[src/rtl/ctrl_fsm.sv]
// ctrl_fsm: multi-cycle RV32I control unit, FETCH/DECODE/EXEC/MEM/WB plus TRAP.
// Latency with zero-wait memory: ALU/jump 4 cycles, branch 3, store 4, load 5.
// Backpressure: holds mem_req until mem_ack, at most MEM_TIMEOUT cycles, then bus-error trap.
// Optional build macro CTRL_ILLEGAL_TRAP_EN: unrecognised opcodes trap instead of running as NOP.
module ctrl_fsm #(
  parameter int MEM_TIMEOUT = 15,
  parameter int ALU_OP_W    = 4
) (
  input  logic                clk,
  input  logic                rst,
  input  logic [4:0]          opcode,
  input  logic [2:0]          func3,
  input  logic [6:0]          func7,
  input  logic                b,
  input  logic                mem_ack,
  output logic                mem_req,
  output logic                mem_we,
  output logic [2:0]          mem_size,
  output logic                ir_we,
  output logic                pc_we,
  output logic [1:0]          pc_sel,
  output logic                rf_we,
  output logic [2:0]          imm_type,
  output logic                alu1_sel,
  output logic                alu2_sel,
  output logic [ALU_OP_W-1:0] alu_op,
  output logic [2:0]          state,
  output logic                bus_err,
  output logic                illegal
);

  typedef enum logic [2:0] {
    FETCH  = 3'd0,
    DECODE = 3'd1,
    EXEC   = 3'd2,
    MEM    = 3'd3,
    WB     = 3'd4,
    TRAP   = 3'd7
  } state_t;

  // Instruction class remembered from DECODE to steer EXEC/MEM/WB.
  typedef enum logic [2:0] {
    CLS_ALU  = 3'd0,
    CLS_JAL  = 3'd1,
    CLS_JALR = 3'd2,
    CLS_BR   = 3'd3,
    CLS_LD   = 3'd4,
    CLS_ST   = 3'd5,
    CLS_ILL  = 3'd6
  } cls_t;

  localparam logic [4:0] OPC_LUI    = 5'b01101;
  localparam logic [4:0] OPC_AUIPC  = 5'b00101;
  localparam logic [4:0] OPC_JAL    = 5'b11011;
  localparam logic [4:0] OPC_JALR   = 5'b11001;
  localparam logic [4:0] OPC_BRANCH = 5'b11000;
  localparam logic [4:0] OPC_LOAD   = 5'b00000;
  localparam logic [4:0] OPC_STORE  = 5'b01000;
  localparam logic [4:0] OPC_OPIMM  = 5'b00100;
  localparam logic [4:0] OPC_OP     = 5'b01100;

  localparam logic [6:0] F7_ALT = 7'b0100000;

  localparam logic [2:0] IMM_NONE = 3'b000;
  localparam logic [2:0] IMM_U    = 3'b001;
  localparam logic [2:0] IMM_J    = 3'b010;
  localparam logic [2:0] IMM_S    = 3'b011;
  localparam logic [2:0] IMM_I    = 3'b100;
  localparam logic [2:0] IMM_B    = 3'b101;

  localparam logic [3:0] ALU_ADD  = 4'd0;
  localparam logic [3:0] ALU_SUB  = 4'd1;
  localparam logic [3:0] ALU_SLT  = 4'd2;
  localparam logic [3:0] ALU_SLTU = 4'd3;
  localparam logic [3:0] ALU_XOR  = 4'd4;
  localparam logic [3:0] ALU_OR   = 4'd5;
  localparam logic [3:0] ALU_AND  = 4'd6;
  localparam logic [3:0] ALU_SLL  = 4'd7;
  localparam logic [3:0] ALU_SRL  = 4'd8;
  localparam logic [3:0] ALU_SRA  = 4'd9;
  localparam logic [3:0] ALU_PASS = 4'd10;

  localparam logic [1:0] PC_PLUS4 = 2'd0;
  localparam logic [1:0] PC_ALU   = 2'd1;
  localparam logic [1:0] PC_ALUE  = 2'd2;
  localparam logic [1:0] PC_TRAP  = 2'd3;

  state_t               state_q;
  cls_t                 cls_q;
  logic [7:0]           cnt_q;
  logic                 bus_err_q;
  logic [2:0]           imm_q;
  logic                 a1_q;
  logic                 a2_q;
  logic [ALU_OP_W-1:0]  alu_op_q;
  logic [2:0]           size_q;

  cls_t                 d_cls;
  logic [2:0]           d_imm;
  logic                 d_a1;
  logic                 d_a2;
  logic [3:0]           d_op;
  logic [3:0]           f3_op;
  logic                 timeout;

  // Last waiting cycle: the request has been outstanding for MEM_TIMEOUT cycles.
  // An ack arriving in this same cycle still completes normally.
  assign timeout = (cnt_q == 8'(MEM_TIMEOUT - 1)) && !mem_ack;

  // Combinational decode of the instruction register fields; sampled only in DECODE.
  always_comb begin
    d_cls = CLS_ILL;
    d_imm = IMM_NONE;
    d_a1  = 1'b0;
    d_a2  = 1'b1;
    d_op  = ALU_ADD;
    case (func3)
      3'b000:  f3_op = (opcode == OPC_OP && func7 == F7_ALT) ? ALU_SUB : ALU_ADD;
      3'b001:  f3_op = ALU_SLL;
      3'b010:  f3_op = ALU_SLT;
      3'b011:  f3_op = ALU_SLTU;
      3'b100:  f3_op = ALU_XOR;
      3'b101:  f3_op = (func7 == F7_ALT) ? ALU_SRA : ALU_SRL;
      3'b110:  f3_op = ALU_OR;
      default: f3_op = ALU_AND;
    endcase
    case (opcode)
      OPC_LUI:    begin d_cls = CLS_ALU;  d_imm = IMM_U; d_op = ALU_PASS; end
      OPC_AUIPC:  begin d_cls = CLS_ALU;  d_imm = IMM_U; d_a1 = 1'b1; end
      OPC_JAL:    begin d_cls = CLS_JAL;  d_imm = IMM_J; d_a1 = 1'b1; end
      OPC_JALR:   begin d_cls = CLS_JALR; d_imm = IMM_I; end
      OPC_BRANCH: begin d_cls = CLS_BR;   d_imm = IMM_B; d_a1 = 1'b1; end
      OPC_LOAD:   begin d_cls = CLS_LD;   d_imm = IMM_I; end
      OPC_STORE:  begin d_cls = CLS_ST;   d_imm = IMM_S; end
      OPC_OPIMM:  begin d_cls = CLS_ALU;  d_imm = IMM_I; d_op = f3_op; end
      OPC_OP:     begin d_cls = CLS_ALU;  d_a2 = 1'b0;   d_op = f3_op; end
      default:    ;
    endcase
  end

  // Sequencer: state, decoded control registers, request timeout and sticky bus error.
  always_ff @(posedge clk) begin
    if (rst) begin
      state_q   <= FETCH;
      cls_q     <= CLS_ALU;
      cnt_q     <= 8'd0;
      bus_err_q <= 1'b0;
      imm_q     <= IMM_NONE;
      a1_q      <= 1'b0;
      a2_q      <= 1'b0;
      alu_op_q  <= '0;
      size_q    <= 3'd0;
    end else begin
      cnt_q <= 8'd0;
      case (state_q)
        FETCH: begin
          if (mem_ack) begin
            state_q <= DECODE;
          end else if (timeout) begin
            state_q   <= TRAP;
            bus_err_q <= 1'b1;
          end else begin
            cnt_q <= cnt_q + 8'd1;
          end
        end
        DECODE: begin
          cls_q    <= d_cls;
          imm_q    <= d_imm;
          a1_q     <= d_a1;
          a2_q     <= d_a2;
          alu_op_q <= ALU_OP_W'(d_op);
          size_q   <= func3;
`ifdef CTRL_ILLEGAL_TRAP_EN
          state_q  <= (d_cls == CLS_ILL) ? TRAP : EXEC;
`else
          state_q  <= EXEC;
`endif
        end
        EXEC: begin
          case (cls_q)
            CLS_BR:          state_q <= FETCH;
            CLS_LD, CLS_ST:  state_q <= MEM;
            default:         state_q <= WB;
          endcase
        end
        MEM: begin
          if (mem_ack) begin
            state_q <= (cls_q == CLS_ST) ? FETCH : WB;
          end else if (timeout) begin
            state_q   <= TRAP;
            bus_err_q <= 1'b1;
          end else begin
            cnt_q <= cnt_q + 8'd1;
          end
        end
        WB:      state_q <= FETCH;
        TRAP:    state_q <= FETCH;
        default: state_q <= FETCH;
      endcase
    end
  end

`ifdef CTRL_ILLEGAL_TRAP_EN
  logic ill_q;

  // Remember that the pending TRAP came from DECODE rather than a bus timeout.
  always_ff @(posedge clk) begin
    if (rst) ill_q <= 1'b0;
    else     ill_q <= (state_q == DECODE) && (d_cls == CLS_ILL);
  end

  assign illegal = !rst && (state_q == TRAP) && ill_q;
`else
  assign illegal = 1'b0;
`endif

  // Per-state strobes; ir_we follows mem_ack in FETCH, everything is quiet while rst is high.
  always_comb begin
    mem_req = 1'b0;
    mem_we  = 1'b0;
    ir_we   = 1'b0;
    pc_we   = 1'b0;
    pc_sel  = PC_PLUS4;
    rf_we   = 1'b0;
    if (!rst) begin
      case (state_q)
        FETCH: begin
          mem_req = 1'b1;
          ir_we   = mem_ack;
        end
        EXEC: begin
          if (cls_q == CLS_BR) begin
            pc_we  = 1'b1;
            pc_sel = b ? PC_ALU : PC_PLUS4;
          end
        end
        MEM: begin
          mem_req = 1'b1;
          mem_we  = (cls_q == CLS_ST);
          pc_we   = mem_ack && (cls_q == CLS_ST);
        end
        WB: begin
          rf_we = (cls_q != CLS_ILL);
          pc_we = 1'b1;
          if (cls_q == CLS_JAL)       pc_sel = PC_ALU;
          else if (cls_q == CLS_JALR) pc_sel = PC_ALUE;
        end
        TRAP: begin
          pc_we  = 1'b1;
          pc_sel = PC_TRAP;
        end
        default: ;
      endcase
    end
  end

  assign state    = state_q;
  assign bus_err  = bus_err_q;
  assign imm_type = imm_q;
  assign alu1_sel = a1_q;
  assign alu2_sel = a2_q;
  assign alu_op   = alu_op_q;
  assign mem_size = size_q;

endmodule

[config.mk]
export PLATFORM = sky130hd
export DESIGN_NAME = ctrl_fsm
export DESIGN_NICKNAME = d
export VERILOG_FILES = /design/src/rtl/ctrl_fsm.sv
export SDC_FILE = /design/constraint.sdc
export NUM_CORES = 1
export LEC_CHECK = 0
export CAP_MARGIN = 5
export CORE_ASPECT_RATIO = 0.9
export CORE_MARGIN = 2
export CORE_UTILIZATION = 30
export CTS_CLUSTER_SIZE = 30
export DETAILED_ROUTE_END_ITERATION = 12
export GPL_TIMING_DRIVEN = 0
export PLACE_DENSITY_LB_ADDON = 0.05
export RECOVER_POWER = 50
export SLEW_MARGIN = 20
export SYNTH_ARGS = -nofsm -noshare
export SYNTH_HDL_FRONTEND = slang
export SYNTH_SLANG_ARGS = --single-unit
[constraint.sdc]
create_clock -name clk -period 1.56 [get_ports clk]
set_clock_uncertainty 0.1 [all_clocks]
set_input_delay 0.312 -clock clk [delete_from_list [all_inputs] [get_ports clk]]
set_output_delay 0.312 -clock clk [all_outputs]
set_load 0.05 [all_outputs]
==> results.py <==
metrics = {
    "outcome": {
        "outcome": "complete, but fails checks",
        "violations": "setup timing",
    },
    "yosys": {
        "avgSynthCellArea_um2": 7.953,
        "yosys_register_bits": 27,
        "synth_warnings": 0,
        "synthAdderAreaFrac": 0.01674,
        "synth.distinct_cells": 47,
        "synth_area_leader_cell": "dfxtp_1",
        "synthSimpleGateAreaFrac": 0.3364,
        "syn_area_um2": 1495,
        "synth-main-ff-cell": "dfxtp_1",
        "synthArstFlopShare": 0,
        "synth_compound_gate_area_share": 0.1707,
        "synthCells": 188,
        "yosys.area_share.xor_xnor": 0.05272,
        "synth_top_area_share": 0.3615,
        "netlist_top_cells_area": "dfxtp_1 (36%), nor2_1 (6.0%), a21oi_1 (4.7%)",
        "yosysSeqAreaShare": 0.3615,
        "synth_edf_count": 0,
        "synth_top_family_by_area": "simple AND/OR/NAND/NOR gates",
        "muxShareOfSynthArea": 0,
        "synth_nets": 209,
    },
    "placed_design": {
        "portBuffers": 40,
        "dp_hpwl_um": 2890,
        "place_congestion": 0.8130,
        "dp.cells": 293,
    },
    "global_route": {
        "grt_usage": 0.1605,
        "antenna_found_initial": 0,
        "grt_pass1_wl_um": 7155,
        "grt_overflow_total": 0,
        "grt_max_degree": 17,
        "grt_pass1_vias": 1522,
    },
    "floorplan": {
        "row_count": 24,
        "core_um2": 4835,
        "die_x_um": 78.42,
        "initial_core_util": 0.3093,
        "die_area_um2": 5566,
        "die_h_um": 70.98,
        "ios": 43,
    },
    "pwr": {
        "power.leakage_uw": 0.001018,
        "p_per_area_nw_per_um2": 745.7,
        "peakVddDrop_mv": 0.3476,
    },
    "final_layout": {
        "n_antenna_cell": 0,
        "fillers": 451,
        "multiInputGateArea_um2": 1210,
        "area_delta_synth_final_pct": 74.31,
        "final_cells": 323,
        "final_nets": 280,
        "drive_gt1_frac": 0.4922,
        "postLayoutCoreUtil": 0.5391,
        "regArea_um2": 558.0,
    },
    "cts": {
        "cts_tree": "built",
        "clkLatencyLatePin_ps": 270,
        "clock-sinks": 27,
        "cts.path.max_buffers": 2,
        "root_buffer": "clkbuf_8",
        "numCtsBuffers": 3,
        "htree_num_levels": 1,
        "clk_pin_slew_ps": 100,
    },
    "critical_path": {
        "r2r-start": "state[0]",
        "crit_family": "simple AND/OR/NAND/NOR gates",
        "crit_chain": "buf_6, or3b_4, nor4b_4, a21oi_2, nor2_4, buf_8",
        "reg2regPathDepth": 8,
        "reg2reg_slack_ps": -220,
        "max_stage_delay_ps": 390,
        "cp-start-kind": "register",
        "crit_start": "state[2]",
        "cp_slowest_cell": "or3b_4",
        "crit_arrival_ps": 1730,
        "crit_path_end_kind": "output port",
        "crit_cells": 6,
        "crit_required_ps": 1150,
        "critPathBufInv": 2,
        "crit_fanout": 5,
        "crit_type": "register to output port",
    },
    "routing": {
        "finalWirelength_um": 4509,
        "vias": 1587,
        "final_antenna_net_count": 0,
        "dr.pass1.iters": 4,
        "drc": 0,
        "routedWlPerCell_um": 13.96,
        "vias_per_cell": 4.913,
        "drtIter0Drc": 45,
    },
    "sta": {
        "fmax_ghz": 0.4668,
        "rsz0062_at_grt": "true",
        "final-setup-viol-count": 31,
        "fin_crit_sh": 1.373,
        "fin_ws_ps": -582.0,
        "finalHoldViolations": 0,
        "period_minus_slack_ps": 2142,
        "drv_slew": 0,
    },
    "min_path": {
        "whs_path_depth": 3,
        "min_from": "func3[2]",
        "hp-class": "input port to register",
    },
    "run": {
        "maxCapViolCount": 0,
    },
}
[through the flow]
step | setup slack (ps) | TNS (ps) | cell area (um^2) | total power (uW) | hold WS [ps]
floorplan | -420.4 | -1522 | 1617 | 1129 | 320.8
global placement | -1483 | -17430 | 2098 | 1297 | 337.4
detailed placement | -1527 | -17850 | 2098 | 1301 | 346.4
CTS | -641.5 | -7920 | 2405 | 1856 | 288.8
global route | -641.4 | -7854 | 2606 | 2042 | 333.8
finish | -582.0 | -5856 | 2606 | 1944 | 307.3
[state kept, by name (all words and copies together) (netlist names)]
name,flops
alu1_sel,1
alu2_sel,1
alu_op,4
bus_err,1
cls_q,3
cnt_q,8
imm_type,3
mem_size,3
state,3
[cell usage after synthesis (2+ instances only)]
| cell | number |
|---|---|
| a311oi_1 | 2 |
| nor3_1 | 7 |
| nor2_1 | 24 |
| dfxtp_1 | 27 |
| xnor2_1 | 3 |
| or4b_1 | 2 |
| clkbuf_1 | 4 |
| nand4_1 | 2 |
| inv_1 | 5 |
| xor2_1 | 6 |
| or3b_1 | 4 |
| buf_6 | 2 |
| a21o_1 | 2 |
| nor2b_1 | 5 |
| a31oi_1 | 2 |
| buf_2 | 2 |
| o21ai_1 | 2 |
| ha_1 | 2 |
| buf_4 | 3 |
| and2_1 | 3 |
| nand2b_1 | 7 |
| or2_2 | 2 |
| a21oi_1 | 14 |
| o21ai_0 | 4 |
| nor2_2 | 2 |
| nand2_1 | 18 |
| and3_1 | 3 |
| a22oi_1 | 4 |
| nand3_1 | 7 |
[timing repair]
action | CTS | global route
setup buffers | 14 | 15
cloned | 2 | 0
setup endpoints to repair | 43 | 48
hold buffers | 0 | 0
gates resized for setup | 125 | 70
pin swaps | 20 | 35
[worst min-delay path, stage by stage]
cell and delay (ps):
clkbuf_1 170, nand2_1 110, a21oi_2 50
[power breakdown]
part           internal (uW)  switching (uW)  leakage [uW]
Sequential               724            38.4      0.000223
Combinational            354             412      0.000773
Clock                    182             234     0.0000217
Total                   1260             684       0.00102
[metal layers]
metal / up-vias / GRT usage / routed length, um
met5: - / 0 / 0
met4: 0 / 0.04094 / 60
met3: 7 / 0.02551 / 208
met2: 40 / 0.2577 / 2089
met1: 741 / 0.2266 / 2151
li1: 799 / - / -
[cell families after synthesis]
family	count (synthesis)
DFF	27
buffers and inverters	16
AOI/OAI and AO/OA	39
other	1
xor gates and xnor gates	9
and+or+nand+nor	94
adders and majority gates	2
[cells in the final DEF, fill, tap and decap left out, drive strengths merged, types with 2 or more instances in the layout]
cell type      instances
buf                   43
dfxtp                 27
nor2                  26
nand2                 18
clkbuf                16
a21oi                 14
clkdlybuf4s50          9
nor3                   8
nand3                  7
nand2b                 7
dlygate4sd2            6
xor2                   6
o21ai                  6
or3b                   5
a22oi                  5
inv                    5
nor2b                  5
and2                   3
xnor2                  3
and3                   3
clkdlybuf4s15          3
or4b                   2
a31oi                  2
a21o                   2
nand4                  2
ha                     2
dlymetal6s2s           2
or2                    2
a311oi                 2
[path summary, 6_finish.rpt]
check / endpoint
setup reg to reg: imm_type[1]
hold / removal: mem_size[2]
hold reg to reg: cnt_q[0]
setup / recovery: pc_sel[0]
[area by class of cell]
cell class                      instances  share of cell area
Clock inverter                          1            0.002880
Tap cell                               65             0.03120
Multi-Input combinational cell        146              0.4642
Sequential cell                        27              0.2141
Timing Repair Buffer                   67              0.2314
Inverter                                5            0.007201
Clock buffer                            3             0.01584
Buffer                                  9             0.03313
(Power assumes the default switching activity.)
